### src/rtl/dcm_lock_monitor.sv
// ---------------------------------------------------------------------------
// dcm_lock_monitor
//   Verifies a DCM/PLL generated clock against its reference. The module runs
//   on the generated clock (clk) and samples ref_clk as asynchronous data.
//   It counts clk cycles over a window of REF_PERIODS reference periods,
//   compares the count with EXPECTED = REF_PERIODS*CLKFX_MULTIPLY/CLKFX_DIVIDE
//   and raises its own lock flag after LOCK_COUNT consecutive good windows.
//
//   Optional build macro: DCM_LOCK_MONITOR_HYST_EN
//     defined   : lock drops only after two consecutive bad windows
//     undefined : any bad window drops lock
//   A reference timeout drops lock in both builds.
//
// Ports
//   clk        in   generated (monitored) clock, sole clock
//   rst        in   asynchronous active-high reset
//   enable     in   0 = idle, window/good/timeout counters cleared
//   ref_clk    in   reference clock, sampled as data
//   locked     out  ratio verified
//   meas_valid out  one-cycle pulse per completed window
//   meas_count out  clk cycles in the last window (held)
//   meas_error out  last window out of tolerance (held)
//   err_count  out  bad windows + timeouts since reset, saturates at 255
// ---------------------------------------------------------------------------
module dcm_lock_monitor #(
    parameter int unsigned CLKFX_MULTIPLY = 4,
    parameter int unsigned CLKFX_DIVIDE   = 1,
    parameter int unsigned REF_PERIODS    = 64,
    parameter int unsigned TOLERANCE      = 2,
    parameter int unsigned LOCK_COUNT     = 4,
    parameter int unsigned TIMEOUT_CYC    = 1024,
    parameter int unsigned CNT_W          = 16
) (
    input  logic             clk,
    input  logic             rst,
    input  logic             enable,
    input  logic             ref_clk,
    output logic             locked,
    output logic             meas_valid,
    output logic [CNT_W-1:0] meas_count,
    output logic             meas_error,
    output logic [7:0]       err_count
);

    localparam int unsigned EXPECTED = REF_PERIODS * CLKFX_MULTIPLY / CLKFX_DIVIDE;
    localparam int unsigned RC_W     = $clog2(REF_PERIODS + 1);
    localparam int unsigned GC_W     = $clog2(LOCK_COUNT + 1);
    localparam int unsigned TO_W     = $clog2(TIMEOUT_CYC + 1);

    localparam logic [CNT_W-1:0] EXP_C   = CNT_W'(EXPECTED);
    localparam logic [CNT_W-1:0] TOL_C   = CNT_W'(TOLERANCE);
    localparam logic [RC_W-1:0]  RP_LAST = RC_W'(REF_PERIODS - 1);
    localparam logic [GC_W-1:0]  LC_C    = GC_W'(LOCK_COUNT);
    localparam logic [TO_W-1:0]  TO_LAST = TO_W'(TIMEOUT_CYC - 1);

    typedef enum logic [1:0] {
        ST_IDLE,
        ST_ARM,
        ST_MEASURE,
        ST_LOCKED
    } state_t;

    state_t           state_q;
    logic [2:0]       ref_sync_q;
    logic [CNT_W-1:0] win_cnt_q;
    logic [RC_W-1:0]  ref_cnt_q;
    logic [GC_W-1:0]  good_cnt_q;
    logic [TO_W-1:0]  to_cnt_q;
    logic             locked_q;
    logic             meas_valid_q;
    logic [CNT_W-1:0] meas_count_q;
    logic             meas_error_q;
    logic [7:0]       err_cnt_q;
`ifdef DCM_LOCK_MONITOR_HYST_EN
    logic             bad_streak_q;
`endif

    logic             ref_rise;
    logic [CNT_W-1:0] win_cnt_d;
    logic [GC_W-1:0]  good_cnt_d;
    logic [7:0]       err_cnt_d;
    logic [CNT_W-1:0] win_diff;
    logic             win_bad;
    logic             timeout;

    // ref_sync_q[1:0] is the synchronizer, [2] the delayed copy for edge detect
    assign ref_rise = ref_sync_q[1] & ~ref_sync_q[2];
    assign timeout  = ~ref_rise && (to_cnt_q == TO_LAST);

    always_comb begin
        win_cnt_d  = (&win_cnt_q) ? win_cnt_q : win_cnt_q + 1'b1;
        good_cnt_d = (good_cnt_q == LC_C) ? good_cnt_q : good_cnt_q + 1'b1;
        err_cnt_d  = (&err_cnt_q) ? err_cnt_q : err_cnt_q + 8'd1;
        win_diff   = (win_cnt_q >= EXP_C) ? (win_cnt_q - EXP_C) : (EXP_C - win_cnt_q);
        // a saturated count is meaningless, so it is always bad
        win_bad    = (&win_cnt_q) || (win_diff > TOL_C);
    end

    always_ff @(posedge clk or posedge rst) begin
        if (rst) begin
            state_q      <= ST_IDLE;
            ref_sync_q   <= '0;
            win_cnt_q    <= '0;
            ref_cnt_q    <= '0;
            good_cnt_q   <= '0;
            to_cnt_q     <= '0;
            locked_q     <= 1'b0;
            meas_valid_q <= 1'b0;
            meas_count_q <= '0;
            meas_error_q <= 1'b0;
            err_cnt_q    <= '0;
`ifdef DCM_LOCK_MONITOR_HYST_EN
            bad_streak_q <= 1'b0;
`endif
        end else begin
            ref_sync_q   <= {ref_sync_q[1:0], ref_clk};
            meas_valid_q <= 1'b0;

            if (!enable) begin
                // enable low overrides everything, including a window close
                state_q    <= ST_IDLE;
                locked_q   <= 1'b0;
                win_cnt_q  <= '0;
                ref_cnt_q  <= '0;
                good_cnt_q <= '0;
                to_cnt_q   <= '0;
`ifdef DCM_LOCK_MONITOR_HYST_EN
                bad_streak_q <= 1'b0;
`endif
            end else begin
                case (state_q)
                    ST_IDLE: begin
                        state_q <= ST_ARM;
                    end

                    ST_ARM: begin
                        if (ref_rise) begin
                            state_q   <= ST_MEASURE;
                            win_cnt_q <= {{(CNT_W-1){1'b0}}, 1'b1};
                            ref_cnt_q <= '0;
                            to_cnt_q  <= '0;
                        end else if (timeout) begin
                            err_cnt_q <= err_cnt_d;
                            to_cnt_q  <= '0;
                        end else begin
                            to_cnt_q <= to_cnt_q + 1'b1;
                        end
                    end

                    ST_MEASURE, ST_LOCKED: begin
                        if (ref_rise) begin
                            to_cnt_q <= '0;
                            if (ref_cnt_q == RP_LAST) begin
                                // closing edge also opens the next window
                                meas_valid_q <= 1'b1;
                                meas_count_q <= win_cnt_q;
                                meas_error_q <= win_bad;
                                win_cnt_q    <= {{(CNT_W-1){1'b0}}, 1'b1};
                                ref_cnt_q    <= '0;
                                if (win_bad) begin
                                    err_cnt_q <= err_cnt_d;
`ifdef DCM_LOCK_MONITOR_HYST_EN
                                    if (state_q == ST_LOCKED && !bad_streak_q) begin
                                        bad_streak_q <= 1'b1;
                                    end else begin
                                        bad_streak_q <= 1'b0;
                                        good_cnt_q   <= '0;
                                        state_q      <= ST_MEASURE;
                                        locked_q     <= 1'b0;
                                    end
`else
                                    good_cnt_q <= '0;
                                    state_q    <= ST_MEASURE;
                                    locked_q   <= 1'b0;
`endif
                                end else begin
                                    good_cnt_q <= good_cnt_d;
`ifdef DCM_LOCK_MONITOR_HYST_EN
                                    bad_streak_q <= 1'b0;
`endif
                                    if (good_cnt_d == LC_C) begin
                                        state_q  <= ST_LOCKED;
                                        locked_q <= 1'b1;
                                    end
                                end
                            end else begin
                                ref_cnt_q <= ref_cnt_q + 1'b1;
                                win_cnt_q <= win_cnt_d;
                            end
                        end else if (timeout) begin
                            state_q    <= ST_ARM;
                            locked_q   <= 1'b0;
                            good_cnt_q <= '0;
                            err_cnt_q  <= err_cnt_d;
                            to_cnt_q   <= '0;
                            win_cnt_q  <= '0;
                            ref_cnt_q  <= '0;
`ifdef DCM_LOCK_MONITOR_HYST_EN
                            bad_streak_q <= 1'b0;
`endif
                        end else begin
                            to_cnt_q  <= to_cnt_q + 1'b1;
                            win_cnt_q <= win_cnt_d;
                        end
                    end

                    default: state_q <= ST_IDLE;
                endcase
            end
        end
    end

    assign locked     = locked_q;
    assign meas_valid = meas_valid_q;
    assign meas_count = meas_count_q;
    assign meas_error = meas_error_q;
    assign err_count  = err_cnt_q;

endmodule

### config.mk
export PLATFORM = sky130hd
export DESIGN_NAME = dcm_lock_monitor
export DESIGN_NICKNAME = d
export VERILOG_FILES = /design/src/rtl/dcm_lock_monitor.sv
export SDC_FILE = /design/constraint.sdc
export NUM_CORES = 1
export LEC_CHECK = 0
export ABC_CLOCK_PERIOD_IN_PS = 6600
export CORE_ASPECT_RATIO = 2
export CORE_MARGIN = 2
export CORE_UTILIZATION = 50
export CTS_BUF_LIST = sky130_fd_sc_hd__clkbuf_8 sky130_fd_sc_hd__clkbuf_16
export CTS_CLUSTER_DIAMETER = 150
export DETAILED_ROUTE_END_ITERATION = 10
export PLACE_DENSITY = 0.7
export SLEW_MARGIN = 20
export SYNTH_ARGS = -nofsm -noshare
export SYNTH_HDL_FRONTEND = slang
export SYNTH_SLANG_ARGS = --single-unit
### constraint.sdc
create_clock -name clk -period 6.6 [get_ports clk]
set_clock_uncertainty 0.2 [all_clocks]
set_input_delay 1.32 -clock clk [delete_from_list [all_inputs] [get_ports clk]]
set_output_delay 1.32 -clock clk [all_outputs]
set_load 0.02 [all_outputs]
Word level (Yosys, flattened, before mapping):

Cells that the tools add are included.

* flip-flop bits (word level): 69
* latch bits: 0
* memory bits (writable): 0
* memory bits (read-only): 0
* bits of input ports: 4
* output and inout port bits: 27
* word-level logic and storage cells: 109
* memories kept: 0

* $add $sub $neg: 7
* multiply operators: 0
* divide/modulo/power cells: 0
* order comparisons: 2
* equal/unequal tests: 20
* shift operators: 0
* multiplexer cells: 51
* bitwise logic cells: 3
* reductions and logical operators: 15

Operator list (count)
* 2-to-1 mux 16 bit: 7
* 2-to-1 mux 8 bit: 6
* 2-to-1 mux 11 bit: 4
* 2-to-1 mux 7 bit: 5
* case mux 16 bit (2 select lines): 1
* 2-to-1 mux 3 bit: 7
* adder 16 x 1 -> 16 bit (second input constant): 1
* greater-or-equal comparator 16 x 9 -> 1 bit (second input constant): 1
* greater-than comparator 16 x 2 -> 1 bit (second input constant): 1
* case mux 8 bit (2 select lines): 1
* AND reduction 16 bit: 1
* subtractor 16 x 9 -> 16 bit (second input constant): 1
* subtractor 9 x 16 -> 16 bit (first input constant): 1
* 2-to-1 mux 2 bit: 7
* case mux 7 bit (2 select lines): 1
* AND reduction 4 bit: 3
* adder 11 x 1 -> 11 bit (second input constant): 1
* equality test 11 x 10 -> 1 bit (second input constant): 1
* 2-to-1 mux 1 bit: 11
* != test 3 bit (second input constant): 3
* adder 8 x 1 -> 8 bit (second input constant): 1
* != test 4 bit (second input constant): 2
* AND reduction 8 bit: 1
* adder 7 x 1 -> 7 bit (second input constant): 1
* other kinds (23): 29

Longest topological paths before layout:

* depth after elaboration: 9
* gate-level depth with buffers: 11
* depth with buffers taken out: 10

Worst setup path before layout:

Ideal clock, no wire load.

* path kind: reg-to-reg
* from: register win_cnt_q[10]
* to: register err_cnt_q[7] (netlist: err_count[7])
* library setup time: 0.120 ns
* arrival: 2.730 ns
* required time: 6.280 ns
* setup slack: 3.550 ns
* stages on the path, launching flop included: 10
* buffers on the path: 1
* clock period less this slack: 3.050 ns
* cells stage by stage: dfrtp_1 or4_4 or3_4 a21oi_4 a21oi_1 o211a_1 and3b_1 clkbuf_2 or4_1 o211a_1

* longest elaborated chain between the ends: 6
* elaborated cells between the ends (all ways): 9
* those cells by class: 2 x add/sub; 2 x order compare; 1 x eq/ne; 1 x mux; 3 x reduce/logical

RTL lines
* from (decl): RTL line 65 `logic [CNT_W-1:0] win_cnt_q;`
* from (signal assigned): RTL line 139 `win_cnt_q <= {{(CNT_W-1){1'b0}}, 1'b1};`
* from (signal assigned): RTL line 158 `win_cnt_q <= {{(CNT_W-1){1'b0}}, 1'b1};`
* from (signal assigned): RTL line 188 `win_cnt_q <= win_cnt_d;`
* subtractor 9 x 16 -> 16 bit, or another cell as far along: RTL line 94 `win_diff = (win_cnt_q >= EXP_C) ? (win_cnt_q - EXP_C) : (EXP_C - win_cnt_q);`
* 2-to-1 mux 16 bit: RTL line 94
* greater-than comparator 16 x 2 -> 1 bit: RTL line 96 `win_bad = (&win_cnt_q) || (win_diff > TOL_C);`
* logical OR 1 bit (*): RTL line 96
* != test 3 bit (no source line) (*)
* AND reduction 5 bit (no source line) (*)
* to (signal assigned): RTL line 143 `err_cnt_q <= err_cnt_d;`
* to (signal assigned): RTL line 161 `err_cnt_q <= err_cnt_d;`
* to (signal assigned): RTL line 194 `err_cnt_q <= err_cnt_d;`
* to (decl): RTL line 73 `logic [7:0] err_cnt_q;`

Every way passes the cells marked *; elsewhere a longest branch is shown, timed or not.
A chain may end at the register's enable or synchronous reset.

Worst setup path after layout:

* from: register win_cnt_q[11]
* to: register err_cnt_q[7] (netlist: err_count[7])

The elaborated chain is that of the path after synthesis.

==> results_dict.tcl <==
set metrics [dict create \
    endpoint_kind "flip-flop" \
    fin_area_um2 4559 \
    grt_pass1_wl_um 15620 \
    cts_buffers 9 \
    critPathTopFamily "simple AND/OR/NAND/NOR gates" \
    cp_slowest_stage_delay_ns 0.69 \
    track_usage 0.2407 \
    synth-seq-cells 69 \
    fin_util 0.5998 \
    placed_cells 547 \
    crit_start "win_cnt_q[11]" \
    yosys_warnings 0 \
    clockBufferDepth 2 \
    final_hold_viol_count 0 \
    vias_per_cell 6.004 \
    drive_above_1_share 0.08529 \
    seq_area_um2 1727 \
    synth_top_cells_by_area "dfrtp_1, o21ai_0, nand2_1, a21oi_1, ha_1" \
    synthCells 442 \
    cts_resized 0 \
    syn-num-nets 457 \
    min_from "ref_sync_q[0]" \
    cp_slowest_cell "a2111oi_2" \
    vias 3380 \
    cts.sinks 69 \
    cp_max_fo 11 \
    clkTransAtPathRegs_ns 0.06 \
    status "finished clean" \
    setup_tns_ns 0 \
    io_buffers 30 \
    reg2reg_from "win_cnt_q[11]" \
    ff2ff_setup_slack_ns 3.00 \
    hold_end "ref_sync_q[1]" \
    synthesis.area_um2 3907 \
    clock_latency_ns 0.34 \
    rows 45 \
    initial_core_util 0.5141 \
    fin_crit_sh 0.5452 \
    fmax_mhz 277.9 \
    first_pass_iters 4 \
    timing.slew.headroom 0.4175 \
    antenna_found_initial 0 \
    yosysMostFrequentCell "dfrtp_1" \
    grt_max_degree 70 \
    clock-root-buffer "clkbuf_16" \
    leakage_nw 2.047 \
    worst_pin_slew_ns 0.8738 \
    nNetsFinal 479 \
    die_y_um 129.0 \
    cp_cell_sequence "or4_4 -> or3_4 -> o21a_1 -> nor4_1 -> nand3_1 -> a2111oi_2 -> o21ai_0 -> o211a_1" \
    synth_top_area_share 0.4419 \
    powerDensity_nw_per_um2 218.2 \
    critPathRequiredTime_ns 6.63 \
    postRouteAntennaNets 0 \
    setup_slack_ns 3.002 \
    whs_ns 0.1557 \
    cp-start-kind "flip-flop" \
    worst_hold_path_type "flip-flop to flip-flop" \
    drtIter0Drc 301 \
    grt_pass1_vias 3282 \
    place_ws_ns 2.623 \
    core_um2 7601 \
    syn_area_per_cell_um2 8.840 \
    drc 0 \
    worstSetupPathType "flip-flop to flip-flop" \
    yosysSeqAreaShare 0.4419 \
    setup_viol 0 \
    critical_path_arrival_ns 3.63 \
    post_drt_wl_per_cell_um 16.74 \
    hpwl_um 6750 \
    area_delta_synth_final_pct 16.68 \
    synth_common_cells "dfrtp_1, nand2_1, o21ai_0" \
    drv_cap 0 \
    io_pins 31 \
    multi_input_comb_area_um2 2038 \
    synthArstFlopShare 1.000 \
    final_cells 563 \
    cts_setup_buffers 0 \
    r2r_end "err_count[7]" \
    wl_um 9422 \
    placed_area_um2 4249 \
    critical_path_buf_inv_count 0 \
    r2r_cells 8 \
    ir_worst_vdd_uv 171.2 \
    power_mw 0.9948 \
    rsz0062_at_grt "no" \
    cts_tree "built" \
    synth.distinct_cells 55 \
    die_x_um 66.51 \
    yosys.area.top_type "dfrtp_1" \
    diodes 0 \
    synth_edf_count 0 \
    whs_path_depth 0 \
    synth_ff_type "dfrtp_1" \
    slew_viol_final 0 \
    fin_crit_ns 3.598 \
    place_congestion 0.9015 \
    dieArea_um2 8581 \
    postCtsHoldBufs 0 \
    overflow 0 \
    htree_levels 3 \
    fillerInstances 677 \
]
[cells in the final DEF, fill, tap and decap left out, types with 6 or more instances in the layout]
| master | instances |
|---|---|
| dfrtp_1 | 69 |
| nand2_1 | 52 |
| o21ai_0 | 51 |
| nor2_1 | 32 |
| clkdlybuf4s50_1 | 30 |
| a21oi_1 | 29 |
| inv_1 | 16 |
| nand3_1 | 16 |
| nor3_1 | 15 |
| a31oi_1 | 12 |
| and3_1 | 12 |
| mux2_2 | 12 |
| ha_1 | 11 |
| clkbuf_16 | 9 |
| nand4_1 | 7 |
| and2_1 | 6 |
| xor2_1 | 6 |
[layer usage]
metal / up-vias / track usage / wire [um]
met5: - / 0 / 0
met4: 0 / 0.1369 / 384
met3: 30 / 0.04861 / 320
met2: 87 / 0.4241 / 5187
met1: 1626 / 0.2603 / 3530
li1: 1637 / - / -
[report_power, final]
| part | leakage [nW] | internal, mW | switching, mW |
|---|---|---|---|
| Clock | 0.143 | 0.297 | 0.205 |
| Sequential | 0.953 | 0.428 | 0.00611 |
| Combinational | 0.952 | 0.0197 | 0.0397 |
[flip-flops by register name (all words and copies together), names as in the netlist]
signal / flops
meas_count: 16
meas_valid: 1
err_count: 8
state_q: 2
locked: 1
good_cnt_q: 3
ref_cnt_q: 7
ref_sync_q: 3
meas_error: 1
to_cnt_q: 11
win_cnt_q: 16
[cell type report]
class | count | share of cell area
clock buffers | 9 | 0.04940
clock inverters | 7 | 0.01756
inverters | 17 | 0.01400
multi-input cells | 336 | 0.4470
flip-flops and latches | 69 | 0.3787
well taps | 94 | 0.02580
repair buffers | 31 | 0.06751
[logic make-up after synthesis]
logic type               share of synthesized area
adder cells (fa/ha/maj)                    0.03522
AO/OA/AOI/OAI                               0.1883
AND/OR/NAND/NOR                             0.2315
flip-flops                                  0.4419
XOR/XNOR                                   0.02017
buffers and inverters                      0.03778
multiplexers                               0.04515
[worst max path at each step]
stage | endpoint | depth (start not counted)
floorplan | err_count[0] | 1
global placement | err_count[6] | 5
detailed placement | err_count[6] | 5
CTS | err_count[6] | 5
global route | to_cnt_q[9] | 7
finish | err_count[7] | 8
Note: power is estimated with default switching activity, not from simulation.
